--- src/rtl/ex_hazard_ctrl_pkg.sv ---
// Shared types for the LEGv8 EX/MEM hazard controller and the execute-stage operand muxes.
// The optional EX_HAZARD_CTRL_PERF_EN build only affects the top module.
package ex_hazard_ctrl_pkg;

  localparam int REG_W_DEF = 5;
  localparam logic [REG_W_DEF-1:0] ZERO_REG = 5'd31;

  // Shadow pipeline slot indices.
  localparam int SH_EX  = 0;
  localparam int SH_MEM = 1;
  localparam int SH_WB  = 2;

  typedef enum logic [1:0] {
    FWD_RF  = 2'b00,
    FWD_MEM = 2'b01,
    FWD_EX  = 2'b10
  } fwd_sel_t;

  typedef enum logic [1:0] {
    RUN   = 2'b00,
    STALL = 2'b01,
    FLUSH = 2'b10
  } hz_state_t;

  typedef struct packed {
    logic                 valid;
    logic [REG_W_DEF-1:0] rd;
    logic                 reg_write;
    logic                 mem_read;
  } shadow_entry_t;

  // True when the entry is a live register writer targeting src.
  function automatic logic stage_hit(shadow_entry_t e, logic [REG_W_DEF-1:0] src);
    return e.valid && e.reg_write && (e.rd == src);
  endfunction

endpackage

--- src/rtl/hz_fwd_match.sv ---
// Compares one ID source register against the EX and MEM shadow entries and
// returns the operand-forward select; the nearer (EX) stage wins.
module hz_fwd_match
  import ex_hazard_ctrl_pkg::*;
#(
  parameter int REG_W    = 5,
  parameter int ZERO_IDX = 31
) (
  input  logic [REG_W-1:0] src,
  input  logic             src_en,
  input  shadow_entry_t    ex_e,
  input  shadow_entry_t    mem_e,
  output fwd_sel_t         sel
);

  logic live;
  logic ex_hit;
  logic mem_hit;

  // XZR reads as zero, so it never depends on an in-flight writer.
  assign live    = src_en && (src != REG_W'(ZERO_IDX));
  assign ex_hit  = live && stage_hit(ex_e, src);
  assign mem_hit = live && stage_hit(mem_e, src);

  always_comb begin
    sel = FWD_RF;
    if (ex_hit) begin
      sel = FWD_EX;
    end else if (mem_hit) begin
      sel = FWD_MEM;
    end
  end

endmodule

--- src/rtl/ex_hazard_ctrl.sv ---
// Pipeline hazard controller: shadow EX/MEM/WB tracking, registered forwarding,
// load-use stall and taken-branch flush. Define EX_HAZARD_CTRL_PERF_EN for stall/flush counters.
module ex_hazard_ctrl #(
  parameter int REG_W        = 5,
  parameter int ZERO_REG     = 31,
  parameter int FLUSH_CYCLES = 1
`ifdef EX_HAZARD_CTRL_PERF_EN
  ,
  parameter int PERF_W       = 32
`endif
) (
  input  logic             clk,
  input  logic             rst_n,
  input  logic             id_valid,
  input  logic [REG_W-1:0] id_rn,
  input  logic [REG_W-1:0] id_rm,
  input  logic             id_uses_rm,
  input  logic [REG_W-1:0] id_rd,
  input  logic             id_reg_write,
  input  logic             id_mem_read,
  input  logic             pcsrc,
  output logic             stall,
  output logic             flush,
  output logic [1:0]       fwd_a,
  output logic [1:0]       fwd_b,
  output logic [1:0]       state_o
`ifdef EX_HAZARD_CTRL_PERF_EN
  ,
  output logic [PERF_W-1:0] stall_cnt,
  output logic [PERF_W-1:0] flush_cnt
`endif
);

  import ex_hazard_ctrl_pkg::shadow_entry_t;
  import ex_hazard_ctrl_pkg::fwd_sel_t;
  import ex_hazard_ctrl_pkg::hz_state_t;
  import ex_hazard_ctrl_pkg::FWD_RF;
  import ex_hazard_ctrl_pkg::FWD_EX;
  import ex_hazard_ctrl_pkg::RUN;
  import ex_hazard_ctrl_pkg::STALL;
  import ex_hazard_ctrl_pkg::FLUSH;
  import ex_hazard_ctrl_pkg::SH_EX;
  import ex_hazard_ctrl_pkg::SH_MEM;
  import ex_hazard_ctrl_pkg::SH_WB;

  localparam logic [2:0] FLUSH_LOAD = 3'(FLUSH_CYCLES - 1);

  shadow_entry_t stage_q [3];
  hz_state_t     state_q;
  logic [2:0]    flush_left_q;
  logic          flush_q;
  fwd_sel_t      sel_a;
  fwd_sel_t      sel_b;
  fwd_sel_t      fwd_a_q;
  fwd_sel_t      fwd_b_q;
  logic          load_use;
  logic          squash;
  logic          stall_c;
  logic          issue;

  hz_fwd_match #(
    .REG_W    (REG_W),
    .ZERO_IDX (ZERO_REG)
  ) u_match_rn (
    .src    (id_rn),
    .src_en (id_valid),
    .ex_e   (stage_q[SH_EX]),
    .mem_e  (stage_q[SH_MEM]),
    .sel    (sel_a)
  );

  hz_fwd_match #(
    .REG_W    (REG_W),
    .ZERO_IDX (ZERO_REG)
  ) u_match_rm (
    .src    (id_rm),
    .src_en (id_valid && id_uses_rm),
    .ex_e   (stage_q[SH_EX]),
    .mem_e  (stage_q[SH_MEM]),
    .sel    (sel_b)
  );

  // A load in EX feeding either live source needs one bubble; a taken branch
  // (now or still flushing) overrides it.
  assign load_use = stage_q[SH_EX].mem_read && ((sel_a == FWD_EX) || (sel_b == FWD_EX));
  assign squash   = pcsrc || flush_q;
  assign stall_c  = load_use && !squash;
  assign issue    = id_valid && !stall_c && !squash;

  always_ff @(posedge clk or negedge rst_n) begin
    if (!rst_n) begin
      for (int i = SH_EX; i <= SH_WB; i++) begin
        stage_q[i] <= '0;
      end
    end else begin
      for (int i = SH_WB; i > SH_EX; i--) begin
        stage_q[i] <= stage_q[i-1];
      end
      // The instruction leaving EX is younger than the branch; WB is older and kept.
      if (squash) begin
        stage_q[SH_MEM].valid <= 1'b0;
      end
      if (issue) begin
        stage_q[SH_EX].valid     <= 1'b1;
        stage_q[SH_EX].rd        <= id_rd;
        stage_q[SH_EX].reg_write <= id_reg_write;
        stage_q[SH_EX].mem_read  <= id_mem_read;
      end else begin
        stage_q[SH_EX] <= '0;
      end
    end
  end

  // Selects are registered so they line up with the instruction entering EX.
  always_ff @(posedge clk or negedge rst_n) begin
    if (!rst_n) begin
      fwd_a_q <= FWD_RF;
      fwd_b_q <= FWD_RF;
    end else if (issue) begin
      fwd_a_q <= sel_a;
      fwd_b_q <= sel_b;
    end else begin
      fwd_a_q <= FWD_RF;
      fwd_b_q <= FWD_RF;
    end
  end

  always_ff @(posedge clk or negedge rst_n) begin
    if (!rst_n) begin
      state_q      <= RUN;
      flush_left_q <= '0;
      flush_q      <= 1'b0;
    end else begin
      case (state_q)
        RUN: begin
          if (pcsrc) begin
            state_q      <= FLUSH;
            flush_left_q <= FLUSH_LOAD;
            flush_q      <= 1'b1;
          end else if (stall_c) begin
            state_q <= STALL;
          end
        end
        STALL: begin
          if (pcsrc) begin
            state_q      <= FLUSH;
            flush_left_q <= FLUSH_LOAD;
            flush_q      <= 1'b1;
          end else begin
            state_q <= RUN;
          end
        end
        FLUSH: begin
          if (pcsrc) begin
            flush_left_q <= FLUSH_LOAD;
          end else if (flush_left_q == 3'd0) begin
            state_q <= RUN;
            flush_q <= 1'b0;
          end else begin
            flush_left_q <= flush_left_q - 3'd1;
          end
        end
        default: begin
          state_q <= RUN;
          flush_q <= 1'b0;
        end
      endcase
    end
  end

  assign stall   = stall_c;
  assign flush   = flush_q;
  assign fwd_a   = fwd_a_q;
  assign fwd_b   = fwd_b_q;
  assign state_o = state_q;

`ifdef EX_HAZARD_CTRL_PERF_EN
  logic flush_entry;

  assign flush_entry = pcsrc && (state_q != FLUSH);

  always_ff @(posedge clk or negedge rst_n) begin
    if (!rst_n) begin
      stall_cnt <= '0;
      flush_cnt <= '0;
    end else begin
      if (stall_c && (stall_cnt != '1)) begin
        stall_cnt <= stall_cnt + PERF_W'(1);
      end
      if (flush_entry && (flush_cnt != '1)) begin
        flush_cnt <= flush_cnt + PERF_W'(1);
      end
    end
  end
`endif

endmodule

--- config.mk ---
export PLATFORM = sky130hd
export DESIGN_NAME = ex_hazard_ctrl
export DESIGN_NICKNAME = d
export VERILOG_FILES = /design/src/rtl/ex_hazard_ctrl_pkg.sv /design/src/rtl/hz_fwd_match.sv /design/src/rtl/ex_hazard_ctrl.sv
export SDC_FILE = /design/constraint.sdc
export NUM_CORES = 1
export LEC_CHECK = 0
export CORE_MARGIN = 2
export CORE_UTILIZATION = 56
export CTS_BUF_LIST = sky130_fd_sc_hd__clkbuf_4
export CTS_CLUSTER_SIZE = 16
export DETAILED_ROUTE_END_ITERATION = 6
export PLACE_DENSITY = 0.91
export SYNTH_ARGS = -nofsm -noshare
export SYNTH_HDL_FRONTEND = slang
export SYNTH_HIERARCHICAL = 1
export SYNTH_SLANG_ARGS = --single-unit
--- constraint.sdc ---
create_clock -name clk -period 4.3 [get_ports clk]
set_clock_uncertainty 0.1 [all_clocks]
set_input_delay 0.86 -clock clk [delete_from_list [all_inputs] [get_ports clk]]
set_output_delay 0.86 -clock clk [all_outputs]
set_load 0.02 [all_outputs]
## Word-level counts from Yosys, hierarchy flattened

Cells that the tools add are included.

| word-level totals | value |
|---|---|
| bits in registers | 25 |

| operators by class | value |
|---|---|
| add/sub/neg operators | 1 |
| eq/ne operators | 15 |
| multiplexer cells | 22 |
| reductions and logical operators | 28 |

Operators with widths:

| cell | number |
|---|---|
| 5-bit equality test | 4 |
| 2-bit 2-to-1 mux | 9 |
| 1-bit logical AND | 17 |
| 5-bit != test, second input constant | 2 |
| 3-bit 2-to-1 mux | 3 |
| 3-bit AND reduction | 3 |
| 8-bit 2-to-1 mux | 1 |
| 2-bit equality test, second input constant | 3 |
| 1-bit 2-to-1 mux | 6 |
| 3-bit != test, second input constant | 2 |
| 2-bit case mux with 3 select lines | 1 |
| 3-bit case mux with 2 select lines | 1 |
| 2-bit != test, second input constant | 2 |
| 3-bit zero test | 1 |
| 3-bit by 1-bit subtractor with 3-bit output, second input constant | 1 |
| 2-bit by 1-bit equality test with 1-bit output, second input constant | 1 |
| 1-bit zero test | 2 |
| 2-bit zero test | 1 |
| 1-bit logical OR | 2 |
| 2-bit by 1-bit != test with 1-bit output, second input constant | 1 |
| 1-bit case mux with 2 select lines | 1 |
| 2-bit nonzero test | 1 |
| 2-bit OR reduction | 1 |

## Depth between registers and ports, before layout

Gate-level depths: netlist (run 1).

| logic depth | value |
|---|---|
| word-level depth | 13 |
| gate-level depth with buffers | 8 |
| gate-level depth less buffers | 7 |

## Modules after synthesis

The synthesis (run 1) kept the hierarchy.

By module, submodules not included:

| module | times used | cells an instance | area an instance (sq um) | seq. area each (sq um) |
|---|---|---|---|---|
| ex_hazard_ctrl | 1 | 73 | 1026.0 | 650.6 |
| hz_fwd_match | 2 | 19 | 160.2 | 0.0 |

## Worst setup path after synthesis (run 1)

No wires, ideal clock.

| path | value |
|---|---|
| path type | input port to output port |
| from | input port id_rm[1] |
| to | output port stall |
| arrival time | 2001 ps |
| data required time | 3340 ps |
| slack | 1339 ps |
| stages | 7 |
| path buffers | 0 |
| cell sequence | xnor2_1 -> nand4_1 -> a211oi_2 -> nor3b_2 -> nand2b_1 -> a21boi_2 -> and2_2 |

| between the ends | value |
|---|---|
| elaborated cells between the ends (all ways) | 14 |
| classes of those cells | eq/ne: 4; mux: 2; reduce/logical: 8 |

RTL lines:

| what | line | RTL |
|---|---|---|
| start: declaration | ex_hazard_ctrl.sv:16 | `input logic [REG_W-1:0] id_rm,` |
| 5-bit != test or 5-bit equality test (tied branches) | hz_fwd_match.sv:21, ex_hazard_ctrl_pkg.sv:34 |  |
| 1-bit logical AND (on tied branches) | hz_fwd_match.sv:21, ex_hazard_ctrl_pkg.sv:34 |  |
| 1-bit logical AND (*) | hz_fwd_match.sv:22 | `assign ex_hit = live && stage_hit(ex_e, src);` |
| net u_match_rm.ex_hit | hz_fwd_match.sv:17 | `logic ex_hit;` |
| 2-bit 2-to-1 mux (*) | hz_fwd_match.sv:27 | `if (ex_hit) begin` |
| net sel_b[0] | ex_hazard_ctrl.sv:53 | `fwd_sel_t sel_b;` |
| 2-bit equality test (*) | ex_hazard_ctrl.sv:85 | `assign load_use = stage_q[SH_EX].mem_read && ((sel_a == FWD_EX) \|\| (sel_b == FWD_EX));` |
| 1-bit logical OR (*) | ex_hazard_ctrl.sv:85 |  |
| 1-bit logical AND (*) | ex_hazard_ctrl.sv:85 |  |
| 1-bit logical AND (*) | ex_hazard_ctrl.sv:87 | `assign stall_c = load_use && !squash;` |
| end: declaration | ex_hazard_ctrl.sv:22 | `output logic stall,` |

Mark *: on every way through the listed nets, which the timed path passes. The rest lies on a longest branch.

## Final worst setup path (run 1)

| path | value |
|---|---|
| from | input port id_rn[0] |
| to | output port stall |

| between the ends | value |
|---|---|
| elaborated cells between the ends (all ways) | 14 |
| classes of those cells | eq/ne: 4; mux: 2; reduce/logical: 8 |

RTL lines:

| what | line | RTL |
|---|---|---|
| start: declaration | ex_hazard_ctrl.sv:15 | `input logic [REG_W-1:0] id_rn,` |
| 5-bit != test or 5-bit equality test (tied branches) | hz_fwd_match.sv:21, ex_hazard_ctrl_pkg.sv:34 |  |
| 1-bit logical AND (on tied branches) | hz_fwd_match.sv:21, ex_hazard_ctrl_pkg.sv:34 |  |
| 1-bit logical AND (*) | hz_fwd_match.sv:22 |  |
| 2-bit 2-to-1 mux (*) | hz_fwd_match.sv:27 |  |
| net sel_a[1] | ex_hazard_ctrl.sv:52 | `fwd_sel_t sel_a;` |
| 2-bit equality test (*) | ex_hazard_ctrl.sv:85 |  |
| 1-bit logical OR (*) | ex_hazard_ctrl.sv:85 |  |
| 1-bit logical AND (*) | ex_hazard_ctrl.sv:85 |  |
| 1-bit logical AND (*) | ex_hazard_ctrl.sv:87 |  |

Marks and branches as above.

==> results of run 1 <==
==> state kept, by name, summed over array words and instances (netlist names) <==
signal / count
flush: 1
flush_left_q: 3
fwd_a: 2
fwd_b: 2
stage_q: 15
state_o: 2
==> layout by cell type (no fill, tap or decap), types with 3 or more instances in the layout <==
cell type / n
a21oi_1: 7
nor3b_2: 11
dfrtp_1: 25
xnor2_1: 20
clkdlybuf4s50_1: 29
inv_1: 4
nand4_1: 8
buf_4: 3
clkbuf_4: 3
nor2_1: 3
==> cell type report <==
cell class,count,area [um2],share of cell area
clock inverters,1,5.005,0.003017
clock buffers,3,22.52,0.01357
inverters,4,15.01,0.009050
multi-input cells,77,643.1,0.3876
flip-flops and latches,25,625.6,0.3771
well taps,28,35.03,0.02112
repair buffers,32,312.8,0.1885
==> stage by stage <==
step	std cells	total power, mW	utilization	setup WS [ps]
after CTS	170	0.4189	0.7500	141.4
final	170	0.4155	0.7500	146.4
after global routing	170	0.4357	0.7500	26.47
after global placement	166	0.3171	0.7376	181.2
after floorplan	110	0.2813	-	1339
after detailed placement	166	0.3193	0.7376	140.9
==> power groups by stage <==
stage	Sequential [mW]	Clock, mW	Combinational [mW]
after global routing	0.250	0.114	0.0717
after CTS	0.249	0.104	0.0663
after global placement	0.253	0	0.0643
final	0.249	0.101	0.0658
after detailed placement	0.253	0	0.0661
after floorplan	0.254	0	0.0276
==> metal layers <==
metal	up-vias	routed length [um]
met1	450	1091
met2	16	1369
met4	0	19
met3	2	68
met5	-	0
li1	452	-
==> how the worst max path moves through the flow <==
stage	depth (start not counted)	endpoint	slack, ps	from
after global routing	9	stall	30	id_rn[0]
after floorplan	7	stall	1340	id_rm[1]
final	9	stall	150	id_rn[0]
after CTS	9	stall	140	id_rn[0]
after global placement	9	stall	180	id_rn[0]
after detailed placement	9	stall	140	id_rn[0]
==> flow_summary_export.csv, run 1 <==
group,metric,value,unit
critical_path,arrival,3190,ps
placement,hpwlAfterDp,2.072,mm
pwr,pwr-share-comb,0.158,
pwr,power_switching,0.1020,mW
pwr,pwr-share-clk,0.243,
grt,grt_pass1_wl,4.291,mm
die,die_x,52.58,um
critical_path,crit_type,"in -> out",
grt,antenna_found_initial,0,
clock_tree,cts_tree,"done",
clock_tree,postCtsSetupBuffers,0,
grt,busiest_layer,"met2",
sta,finalSetupViolCount,0,
grt,grt_pass1_vias,995,
clock_tree,cts_buffers,3,
logic_synthesis,syn_nets,134,
clock_tree,cts_resized,0,
die,die-area,2764,um2
critical_path,critPathMaxStageDelay,590,ps
hold_path,hold_depth,0,
clock_tree,clk_pin_slew_worst_paths,140,ps
run,drv_cap,0,
grt,grt_util_met3,0.02286,
hold_path,worstHoldStart,"stage_q[17]$_DFF_PN0_",
clock_tree,clock-sinks,25,
logic_synthesis,syn-cell-area,1321,um2
sta,tightest_slew,1072,ps
critical_path,r2r-start,"stage_q[22]$_DFF_PN0_",
critical_path,path_buf_inv,2,
cells_and_area,syn2layout_area_growth,25.57,%
critical_path,rrSetupSlack,2250,ps
clock_tree,clk_root_buffer_cell,"clkbuf_4",
critical_path,crit_path_end_kind,"primary output",
critical_path,cpMaxStageDelayCell,"clkdlybuf4s50_1",
hold_path,hold_class,"reg -> reg",
critical_path,required,3340,ps
outcome,status,"finished, final reports clean",
grt,grt.total_usage,0.2100,
sta,rsz0062_at_grt,"no",
sta,fin_crit,4154,ps
cells_and_area,fin_area,1659,um2
critical_path,crit_chain,"clkdlybuf4s50_1 > xnor2_1 > nand4_1 > a211oi_2 > nor3b_2 > nand2b_1 > a21boi_2 > and2_2 > clkdlybuf4s50_1",
placement,dpl_cell_area,1632,um2
sta,final-hold-violation-count,0,
die,die_y,52.58,um
routing,vias,920,
routing,drtIter0Drc,13,
routing,drt-total-wl,2.549,mm
placement,io_buffer_count,29,
cells_and_area,antenna_cells,0,
routing,first_pass_iters,4,
hold_path,hold_end,"stage_q[9]$_DFF_PN0_",
clock_tree,htreeDepth,1,
cells_and_area,fin_nets,167,
routing,wl_per_cell,14.99,um
logic_synthesis,syn_area_per_cell,12.01,um2
pwr,leakage,0.6351,nW
sta,drv_slew,0,
pwr,seqPwrFrac,0.599,
pwr,peakVddDrop,0.3410,mV
sta,slew_headroom,0.2834,
die,row_count,17,
routing,antenna_left,0,
pwr,internal-power,0.3136,mW
cells_and_area,drive_above_1_share,0.2113,
clock_tree,hold_buffers,0,
die,initial_core_util,0.5973,
critical_path,startpoint_type,"input port",
sta,hold-worst-slack,342.5,ps
critical_path,crit_family,"buffers and inverters",
pwr,powerDensity,250.5,nW/um2
pwr,swShare,0.2453,
grt,grt_max_degree,26,
sta,fmax,240.8,MHz
grt,grtUsageMet1,0.2613,
die,core,2212,um2
critical_path,worstRegToRegCells,8,
logic_synthesis,ys_warn_count,6,
sta,setup_tns,0,ps
sta,period_share,0.9660,
clock_tree,clk_latency,300,ps
critical_path,cpMostUsedCell,"clkdlybuf4s50_1",
grt,use_met2,0.3813,
critical_path,path_max_fanout,4,
cells_and_area,fillers,155,
critical_path,r2r-end,"state_o[0]$_DFFE_PN0P_",
routing,drc,0,
placement,place_congestion,0.8902,
routing,vias_per_cell,5.412,
clock_tree,cts_buffer_depth,2,
logic_synthesis,netlist_instances,110,
grt,grt_overflow,0,
die,io_pins,30,
No activity file was read; power rests on OpenSTA's default activity.
==> run 2, diff against run 1 <==
Settings changed: SETUP_SLACK_MARGIN from default to 0.05.
==> run 2 against run 1 <==
Worst setup slack improved by 46 ps. Sequential power barely moved. First-iteration DRC count did not move. Routed wire length unchanged. Register-to-register slack is essentially flat. Clock power about the same. Cell count unchanged. Worst hold slack about the same. Critical path depth unchanged. Sequential share of layout area did not move. Largest power group unchanged.
==> flow_summary_export.csv, run 2 (synthesized netlist as in run 1, its figures left out) <==
group,metric,value,unit
die,die-area,2764,um2
hold_path,hold_class,"reg -> reg",
grt,grt_overflow,0,
pwr,swShare,0.2454,
pwr,powerDensity,250.5,nW/um2
sta,period_share,0.9553,
cells_and_area,fin_nets,167,
placement,hpwlAfterDp,2.072,mm
grt,grt_max_degree,26,
critical_path,worstRegToRegCells,8,
sta,setup_tns,0,ps
cells_and_area,ff_latch_area,625.6,um2
routing,wl_per_cell,14.99,um
run,drv_cap,0,
pwr,internal-power,0.3136,mW
die,initial_core_util,0.5973,
sta,fin_crit,4108,ps
pwr,peakVddDrop,0.3410,mV
pwr,leakage,0.6350,nW
die,io_pins,30,
routing,antenna_left,0,
sta,rsz0062_at_grt,"no",
routing,vias,921,
sta,tightest_slew,1071,ps
sta,drv_slew,0,
routing,drc,0,
routing,vias_per_cell,5.418,
clock_tree,clk_pin_slew_worst_paths,140,ps
critical_path,crit_type,"in -> out",
sta,final-hold-violation-count,0,
critical_path,path_buf_inv,2,
critical_path,arrival,3150,ps
clock_tree,hold_buffers,0,
clock_tree,clock-sinks,25,
sta,slew_headroom,0.2840,
clock_tree,cts_tree,"done",
pwr,pwr-share-comb,0.158,
cells_and_area,antenna_cells,0,
clock_tree,clk_latency,300,ps
critical_path,required,3340,ps
cells_and_area,final_cell_mix,"clkdlybuf4s50_1 (29), dfrtp_1 (25), xnor2_1 (20), nor3b_2 (11), nand4_1 (8)",
cells_and_area,syn2layout_area_growth,25.57,%
clock_tree,cts_buffer_depth,2,
pwr,power_switching,0.1020,mW
placement,place_congestion,0.8902,
routing,first_pass_iters,5,
hold_path,hold_depth,0,
cells_and_area,largest_reg_flops,15,
critical_path,path_max_fanout,3,
sta,finalSetupViolCount,0,
grt,antenna_found_initial,0,
outcome,status,"finished, final reports clean",
critical_path,crit_path_end_kind,"primary output",
placement,io_buffer_count,29,
sta,fmax,243.4,MHz
cells_and_area,fillers,155,
critical_path,critPathMaxStageDelay,590,ps
critical_path,crit_family,"buffers and inverters",
routing,drtIter0Drc,13,
die,die_x,52.58,um
cells_and_area,top_regs,"stage_q x15, flush_left_q x3",
clock_tree,htreeDepth,1,
sta,setup_ws,192.1,ps
pwr,seqPwrFrac,0.599,
grt,grt_pass1_vias,995,
pwr,pwr-share-clk,0.243,
die,core,2212,um2
routing,drt-total-wl,2.549,mm
cells_and_area,drive_above_1_share,0.2113,
critical_path,crit_chain,"clkdlybuf4s50_1 > xnor2_1 > nand4_1 > a211oi_2 > nor3b_2 > nand2b_1 > a21boi_2 > and2_2 > clkdlybuf4s50_1",
grt,grt.total_usage,0.2100,
die,die_y,52.58,um
critical_path,crit_cells,9,
clock_tree,cts_resized,0,
grt,grt_pass1_wl,4.291,mm
die,row_count,17,
placement,place_ws,140.9,ps
clock_tree,clk_root_buffer_cell,"clkbuf_4",
clock_tree,postCtsSetupBuffers,0,
clock_tree,cts_buffers,3,
critical_path,cpMaxStageDelayCell,"clkdlybuf4s50_1",
cells_and_area,multi_input_area,643.1,um2
cells_and_area,largest_register,"stage_q",
cells_and_area,layout_commonest_cell,"clkdlybuf4s50_1",
critical_path,cpMostUsedCell,"clkdlybuf4s50_1",
critical_path,startpoint_type,"input port",
run 2: cell counts in the layout (fill, tap and decap cells not counted):
Identical to the previous run, type by type.
run 2: stage by stage:
step / hold WS (ps) / utilization / power (mW) / instances / area [um2]
2_1_floorplan: 275.0 / - / 0.2813 / 110 / 1321
3_3_place_gp: 297.1 / 0.7376 / 0.3171 / 166 / 1632
3_5_place_dp: 312.7 / 0.7376 / 0.3193 / 166 / 1632
4_1_cts: 343.7 / 0.7500 / 0.4189 / 170 / 1659
5_1_grt: 361.8 / 0.7500 / 0.4357 / 170 / 1659
6_report: 342.2 / 0.7500 / 0.4155 / 170 / 1659
run 2: path summary, 6_finish.rpt:
kind / startpoint / endpoint / slack (ps)
setup reg to reg: stage_q[22]$_DFF_PN0_ / state_o[0]$_DFFE_PN0P_ / 2250
setup / recovery: id_rn[2] / stall / 190
min in group asynchronous: rst_n / state_o[0]$_DFFE_PN0P_ / 1020
max in group asynchronous: rst_n / stage_q[20]$_DFF_PN0_ / 2440
hold reg to reg: stage_q[17]$_DFF_PN0_ / stage_q[9]$_DFF_PN0_ / 340
hold / removal: stage_q[17]$_DFF_PN0_ / stage_q[9]$_DFF_PN0_ / 340
run 2: final cells by class:
type / instances / area share
clock inverter: 1 / 0.003017
inverter: 4 / 0.009050
clock buffer: 3 / 0.01357
timing repair buffer: 32 / 0.1885
tap: 28 / 0.02112
multi-input combinational: 77 / 0.3876
sequential: 25 / 0.3771
run 2: routing by layer:
metal | GRT usage | vias up | wire, um
li1 | - | 452 | -
met1 | 0.2613 | 454 | 1095
met2 | 0.3813 | 13 | 1370
met3 | 0.02286 | 2 | 63
met4 | 0.05983 | 0 | 19
met5 | 0 | - | 0
run 2: power by group through the flow:
stage | Combinational [mW] | Clock (mW) | Sequential (mW)
floorplan | 0.0276 | 0 | 0.254
global placement | 0.0643 | 0 | 0.253
detailed placement | 0.0661 | 0 | 0.253
CTS | 0.0663 | 0.104 | 0.249
global route | 0.0717 | 0.114 | 0.250
finish | 0.0658 | 0.101 | 0.249
==> run 3, diff against run 2 <==
Settings changed: CTS_CLUSTER_DIAMETER from default to 120, PLACE_DENSITY 0.91 to default, PLACE_DENSITY_LB_ADDON from default to 0.12.
==> run 3 against run 2 <==
Combinational power is 1% lower. Clock power about the same. First-iteration DRC count decreased by 23%. Fmax decreased by 0.56%. Routed wire length is 4.2% higher. Sequential share of layout area rose by 0.34 points. Critical path depth unchanged. Non-clock buffer count fell by 2. Worst setup slack worse by 23 ps. Largest power group unchanged.
==> flow_summary_export.csv, run 3 (synthesized netlist as in run 1, its figures left out) <==
group,metric,value,unit
outcome,status,"finished, final reports clean",
clock_tree,clk_pin_slew_worst_paths,130,ps
hold_path,worstHoldStart,"stage_q[17]$_DFF_PN0_",
placement,dpl_cell_area,1617,um2
critical_path,r2r-start,"stage_q[18]$_DFF_PN0_",
routing,first_pass_iters,4,
clock_tree,postCtsSetupBuffers,0,
clock_tree,cts_buffer_depth,2,
sta,setup_tns,0,ps
die,initial_core_util,0.5973,
routing,wl_per_cell,15.82,um
grt,grt_pass1_wl,4.340,mm
hold_path,hold_class,"reg -> reg",
cells_and_area,fillers,160,
routing,drt-total-wl,2.657,mm
critical_path,worstRegToRegCells,8,
critical_path,startpoint_type,"input port",
critical_path,rrSetupSlack,2210,ps
hold_path,hold_end,"stage_q[9]$_DFF_PN0_",
sta,fin_crit,4131,ps
die,die-area,2764,um2
die,row_count,17,
cells_and_area,syn2layout_area_growth,24.43,%
clock_tree,clk_root_buffer_cell,"clkbuf_4",
clock_tree,clock-sinks,25,
sta,finalSetupViolCount,0,
critical_path,arrival,3170,ps
routing,vias,929,
clock_tree,cts_resized,0,
grt,antenna_found_initial,0,
pwr,leakage,0.6254,nW
die,die_y,52.58,um
cells_and_area,fin_nets,165,
placement,place_congestion,0.9541,
run,drv_cap,0,
critical_path,required,3340,ps
grt,grt_overflow,0,
sta,final-hold-violation-count,0,
routing,drc,0,
pwr,power,0.4155,mW
clock_tree,htreeDepth,1,
placement,io_buffer_count,29,
die,die_x,52.58,um
cells_and_area,fin_area,1644,um2
grt,grt_max_degree,26,
clock_tree,clk_latency,310,ps
cells_and_area,drive_above_1_share,0.2000,
cells_and_area,layout_commonest_cell,"clkdlybuf4s50_1",
grt,grt_pass1_vias,934,
pwr,peakVddDrop,0.2289,mV
placement,hpwlAfterDp,2.062,mm
sta,rsz0062_at_grt,"no",
sta,tightest_slew,1076,ps
hold_path,hold_depth,0,
sta,fmax,242.1,MHz
pwr,powerDensity,252.7,nW/um2
die,core,2212,um2
sta,period_share,0.9607,
cells_and_area,final_cell_mix,"clkdlybuf4s50_1 (29), dfrtp_1 (25), xnor2_1 (20), nor3b_2 (11), nand4_1 (8)",
cells_and_area,largest_reg_flops,15,
cells_and_area,top_regs,"stage_q x15, flush_left_q x3",
sta,hold-worst-slack,346.0,ps
grt,grt.total_usage,0.2263,
critical_path,path_max_fanout,4,
clock_tree,cts_buffers,3,
routing,antenna_left,0,
clock_tree,hold_buffers,0,
cells_and_area,largest_register,"stage_q",
critical_path,crit_path_end_kind,"primary output",
sta,drv_slew,0,
routing,vias_per_cell,5.530,
critical_path,startpoint,"id_rn[0]",
clock_tree,cts_tree,"done",
critical_path,crit_type,"in -> out",
cells_and_area,antenna_cells,0,
critical_path,r2r-end,"state_o[0]$_DFFE_PN0P_",
die,io_pins,30,
routing,drtIter0Drc,10,
sta,slew_headroom,0.2806,
[run 3: cell count changes in the layout (fill, tap and decap cells not counted), sizes merged]
| cell | delta |
|---|---|
| buf | -2 |
[run 3: critical path: stages]
cell,delay (ps)
clkdlybuf4s50_1,510
xnor2_1,250
nand4_1,150
a211oi_2,290
nor3b_2,90
nand2b_1,160
a21boi_2,140
and2_2,140
clkdlybuf4s50_1,590
[run 3: worst max-delay path by stage]
stage	cells after the start	to	slack, ps
floorplan	7	stall	1340
global placement	9	stall	220
detailed placement	9	stall	190
CTS	9	stall	200
global route	9	stall	70
finish	9	stall	170
[run 3: report_power, final]
group,switching (mW),total [mW],internal (mW)
clock,0.0669,0.102,0.0347
sequential,0.00707,0.249,0.242
combinational,0.0290,0.0649,0.0359
total,0.103,0.415,0.313
[run 3: layout make-up]
type	count	area, um2	share of cell area
clock inverters	1	5.005	0.003044
inverters	4	15.01	0.009132
flip-flops and latches	25	625.6	0.3805
well taps	28	35.03	0.02131
multi-input cells	77	643.1	0.3912
repair buffers	30	297.8	0.1811
clock buffers	3	22.52	0.01370
[run 3: per-layer routing]
| metal | vias up | global-route usage | part of all wire |
|---|---|---|---|
| li1 | 447 | - | - |
| met1 | 437 | 0.3081 | 0.43 |
| met2 | 41 | 0.3521 | 0.49 |
| met3 | 4 | 0.04286 | 0.067 |
| met4 | 0 | 0.09829 | 0.015 |
| met5 | - | 0 | 0 |
[run 3: per-stage QoR]
stage	util	setup WS, ps	cells
after floorplan	-	1339	110
after global placement	0.7308	222.4	164
after global routing	0.7432	66.66	168
final	0.7432	168.8	168
after detailed placement	0.7308	194.4	164
after CTS	0.7432	198.0	168
